--- config.mk ---
export PLATFORM = sky130hd
export DESIGN_NAME = store_buffer
export DESIGN_NICKNAME = d
export VERILOG_FILES = /design/src/rtl/store_buffer.sv
export SDC_FILE = /design/constraint.sdc
export NUM_CORES = 1
export LEC_CHECK = 0
export ABC_CLOCK_PERIOD_IN_PS = 9100
export BUFFER_PORTS_ARGS = -buffer_cell sky130_fd_sc_hd__buf_2
export CORE_MARGIN = 2
export CORE_UTILIZATION = 40
export DETAILED_ROUTE_END_ITERATION = 10
export GPL_TIMING_DRIVEN = 0
export PLACE_DENSITY = 0.61
export SYNTH_ARGS = -nofsm -noshare
export SYNTH_HDL_FRONTEND = slang
export SYNTH_SLANG_ARGS = --single-unit
--- constraint.sdc ---
create_clock -name clk -period 9.1 [get_ports clk]
set_clock_uncertainty 0.15 [all_clocks]
set_input_delay 2.275 -clock clk [delete_from_list [all_inputs] [get_ports clk]]
set_output_delay 2.275 -clock clk [all_outputs]
set_load 0.02 [all_outputs]
--- src/rtl/store_buffer.sv ---
// Store buffer: a circular FIFO of byte stores placed between the memory
// stage and data memory. Stores drain to memory in idle cycles, and loads
// see the youngest matching buffered byte. When the buffer is full, the
// drain takes priority over a load.
module store_buffer #(
  parameter int DEPTH      = 4,
  parameter int EXT_WIDTH  = 32,
  parameter int DATA_WIDTH = 8
) (
  input  logic                 clk,
  input  logic                 rst_n,
  input  logic                 st_valid,
  input  logic [EXT_WIDTH-1:0] st_addr,
  input  logic [EXT_WIDTH-1:0] st_data,
  output logic                 st_ready,
  input  logic                 ld_valid,
  input  logic [EXT_WIDTH-1:0] ld_addr,
  output logic [EXT_WIDTH-1:0] ld_data,
  output logic                 ld_stall,
  output logic [EXT_WIDTH-1:0] mem_A,
  output logic [EXT_WIDTH-1:0] mem_WD,
  output logic                 mem_WE,
  input  logic [EXT_WIDTH-1:0] mem_RD,
  output logic                 empty
);

  localparam int PW   = (DEPTH > 1) ? $clog2(DEPTH) : 1;
  localparam int CW   = PW + 1;
  localparam int PADW = EXT_WIDTH - DATA_WIDTH;
  localparam logic [CW-1:0] FULL = CW'(DEPTH);

  logic [EXT_WIDTH-1:0]  ent_addr [DEPTH];
  logic [DATA_WIDTH-1:0] ent_data [DEPTH];
  logic [DEPTH-1:0]      ent_vld;
  logic [PW-1:0]         head;
  logic [PW-1:0]         tail;
  logic [CW-1:0]         count;

  logic                  enq;
  logic                  drain;
  logic                  hit;
  logic [DATA_WIDTH-1:0] fwd_data;
  logic [PW-1:0]         idx;
  logic                  unused_hi;

  // Only the low byte of the store data and of the memory read data is meaningful.
  assign unused_hi = ^{st_data[EXT_WIDTH-1:DATA_WIDTH], mem_RD[EXT_WIDTH-1:DATA_WIDTH]};

  assign st_ready = (count < FULL);
  assign enq      = st_valid && st_ready;
  // A load holds off draining unless the buffer is full.
  assign drain    = (count != '0) && (!ld_valid || (count == FULL));
  assign empty    = (count == '0);

  assign mem_WE   = drain;
  assign mem_A    = drain ? ent_addr[head] : ld_addr;
  assign mem_WD   = drain ? {{PADW{1'b0}}, ent_data[head]} : '0;
  assign ld_stall = ld_valid && drain;

  // Search the entries from oldest to youngest so that the last hit is the youngest one.
  always_comb begin
    hit      = 1'b0;
    fwd_data = '0;
    idx      = '0;
    for (int i = 0; i < DEPTH; i++) begin
      idx = head + PW'(i);
      if (ent_vld[idx] && (ent_addr[idx] == ld_addr)) begin
        hit      = 1'b1;
        fwd_data = ent_data[idx];
      end
    end
  end

  // Load result: forwarded byte or memory byte, and zero when no load is serviced.
  always_comb begin
    ld_data = '0;
    if (rst_n && ld_valid && !drain) begin
      ld_data = hit ? {{PADW{1'b0}}, fwd_data} : {{PADW{1'b0}}, mem_RD[DATA_WIDTH-1:0]};
    end
  end

  // Pointer, occupancy and valid-bit bookkeeping; reset discards pending stores.
  always_ff @(posedge clk or negedge rst_n) begin
    if (!rst_n) begin
      head    <= '0;
      tail    <= '0;
      count   <= '0;
      ent_vld <= '0;
    end else begin
      if (enq) begin
        ent_vld[tail] <= 1'b1;
        tail          <= tail + PW'(1);
      end
      if (drain) begin
        ent_vld[head] <= 1'b0;
        head          <= head + PW'(1);
      end
      if (enq && !drain) begin
        count <= count + CW'(1);
      end else if (drain && !enq) begin
        count <= count - CW'(1);
      end
    end
  end

  // Entry payload; it is only meaningful while the matching valid bit is set.
  always_ff @(posedge clk) begin
    if (enq) begin
      ent_addr[tail] <= st_addr;
      ent_data[tail] <= st_data[DATA_WIDTH-1:0];
    end
  end

endmodule

==> impl_metrics.toml <==
[sta]
slew_headroom = 0.297
finalSetupViolCount = 0
rsz0062_at_grt = "false"
period_needed_ns = 8.90
fmax_mhz = 112
finalHoldViolCount = 0
finalMaxSlewViolations = 0
fin_ws_ns = 0.202
period_share = 0.978
worst_slew_pin_slew_ns = 1.06

[clocking]
clock-root-buffer = "clkbuf_16"
cts.sinks = 171
insertion_delay_ns = 0.43
numCtsBuffers = 17
path_clk_slew_ns = 0.06
h-tree-depth = 4
clock_path_buffers = 2
cts_tree = "built"
postCtsHoldBufs = 0

[global_route]
grt_max_degree = 23
first_global_vias = 9614
grt_usage = 0.274
overflow = 0
grt_pass1_wl_um = 65300
antenna_found_initial = 2

[pwr]
peakVddDrop_uv = 137
power-per-cell-area_nw_per_um2 = 372
power_w = 0.00544
leakagePower_nw = 5.51

[drt]
drc = 0
drt_iter0_drc = 1642
viasPerCell = 6.17
via_count = 10100
drtPass1Iterations = 5
drt_wl_total_um = 45700
final_antenna_net_count = 0
wl_per_cell_um = 27.8

[final_layout]
fill_cells = 2849
drive_above_1_share = 0.298
final_common_cell = "edfxtp_1"
mostFrequentLayoutCells = "160 x edfxtp_1, 128 x buf_2, 105 x mux2i_1, 90 x mux4_2, 81 x xnor2_1"
stdcell_area_um2 = 14600
syn_to_final_growth_pct = 14.8
antenna_cells = 0
nets = 1368

[run]
drv_cap = 0

[critical_path]
endpoint_kind = "output pin"
path_class = "reg -> out"
r2r_slack_ns = 4.72
r2r_start = "head[0]"
rr_worst_depth = 14
cp-start-kind = "flop"
cp_data_arrival_time_ns = 6.47
r2r_end = "head[1]"
required_ns = 6.68
path_max_fanout = 11

[placement]
place.gp.congestion = 1.05
place_area_um2 = 14100
dp_hpwl_um = 34300
io_buffers = 110
place_ws_ns = -0.856

[synth]
synth.top_cell.area_share = 0.377
synth_top_area_cell = "edfxtp_1"
synth-seq-area-share = 0.399
synth.avg_cell_area_um2 = 12.2
synth-seq-cells = 171
synth_area_um2 = 12700
yosysWarningCount = 0
synth_top_flop_cell = "edfxtp_1"
synth_area_leaders = "edfxtp_1 38%, mux4_2 16%, mux2i_1 8.2%, xnor2_1 5.6%, buf_4 3.3%"
async_reset_ff_frac = 0.0643
syn_inst = 1048
synth-edff-count = 160
ys_types = 59

[worst_hold_path]
hold_start = "count[0]"
hold_depth = 1
hold_end = "count[0]"
hp-class = "reg -> reg"

[outcome]
status = "complete, no violations"

[floorplanning]
core_area_um2 = 31500
ios = 232
die_w_um = 182
start_util = 0.405
num_rows = 65
die_y_um = 182
die_area_um2 = 33300
## worst max-delay path, cell delays in order (launching register included)
cell and delay, ns:
dfrtp_1 0.40, buf_6 0.20, buf_8 0.20, buf_12 0.18, inv_2 0.09, clkbuf_2 0.33
ha_1 0.40, buf_4 0.26, buf_4 0.28, buf_4 0.29, buf_4 0.29, buf_4 0.32
mux2i_1 0.23, nor2_1 0.08, nor4_1 0.52, a31oi_1 0.16, nor2_1 0.23, and3_1 0.25
buf_2 0.30, nor4_4 0.13, buf_2 0.23, a311oi_1 0.34, nor3_1 0.08, buf_2 0.17
## worst max path at each step
stage                      end     from  cells after the start
finish              ld_data[7]  head[0]                     23
global route        ld_data[3]  head[0]                     23
CTS                 ld_data[7]  head[1]                     21
detailed placement  ld_data[0]  head[1]                     20
global placement    ld_data[7]  head[1]                     20
floorplan           ld_data[0]  head[1]                     21
## area by class of cell
cell class	instances	area, um^2	area share
inverter	24	90.1	0.00616
tap	402	503	0.0344
sequential	171	5080	0.347
timing repair buffer	115	638	0.0436
clock inverter	15	125	0.00855
buffer	134	830	0.0567
clock buffer	17	425	0.0291
multi-input combinational	763	6940	0.474
## per-layer routing
| layer | vias to the layer above | wire length, um | track usage |
|---|---|---|---|
| li1 | 4275 | - | - |
| met1 | 5059 | 19100 | 0.381 |
| met2 | 676 | 20500 | 0.416 |
| met3 | 105 | 4390 | 0.0595 |
| met4 | 4 | 1720 | 0.117 |
| met5 | - | 21 | 0 |
## synthesized netlist by cell type, types with 7 or more instances
master and instances:
buf_2 22, mux4_2 90, clkbuf_1 36, o21ai_0 45
a2bb2oi_1 9, mux2_2 35, inv_1 21, nand4_1 16
a311oi_1 8, o22ai_1 8, nor2b_1 10, nand3_1 8
nor2_1 48, nand2_1 64, nor4_1 7, edfxtp_1 160
buf_4 56, ha_1 9, and2_1 31, xor2_1 25
dfrtp_1 11, mux2i_1 105, buf_1 16, a221o_1 10
nor3_1 11, xnor2_1 81, a21oi_1 21, a211oi_1 8
## where the power goes
group | internal (W) | total [W] | switching (W)
clock | 0.000375 | 0.000694 | 0.000319
sequential | 0.000999 | 0.00111 | 0.000109
combinational | 0.00146 | 0.00364 | 0.00218
total | 0.00284 | 0.00544 | 0.00260
## stage by stage
step,hold slack (ns),setup TNS (ns),util,instances
global placement,0.388,-6.99,0.444,1607
CTS,0.424,0,0.465,1642
finish,0.414,0,0.465,1641
global route,0.459,0,0.465,1641
floorplan,0.367,0,-,1095
detailed placement,0.416,-6.44,0.447,1611
## logic make-up (layout without fill, tap and decap cells)
| group | count (synthesis) | after routing | synth area share |
|---|---|---|---|
| mux | 231 | 231 | 0.275 |
| other cells | 1 | 48 | 0.000294 |
| flops | 171 | 171 | 0.399 |
| fa+ha+maj | 10 | 10 | 0.0104 |
| compound gates | 152 | 152 | 0.0852 |
| xor+xnor | 106 | 106 | 0.0729 |
| simple gates | 216 | 216 | 0.0861 |
| buf+inv | 161 | 305 | 0.0719 |
## flip-flops by register name, indices dropped and copies added, names as in the netlist
name      count
ent_addr    128
ent_data     32
ent_vld       4
count         3
head          2
tail          2
## timing repair
action	CTS	global route
hold endpoints to repair	0	0
gates resized for setup	7	5
setup buffers	1	0
pin swaps	1	0
endpoints found under the setup margin	8	8
(Power assumes the default switching activity.)
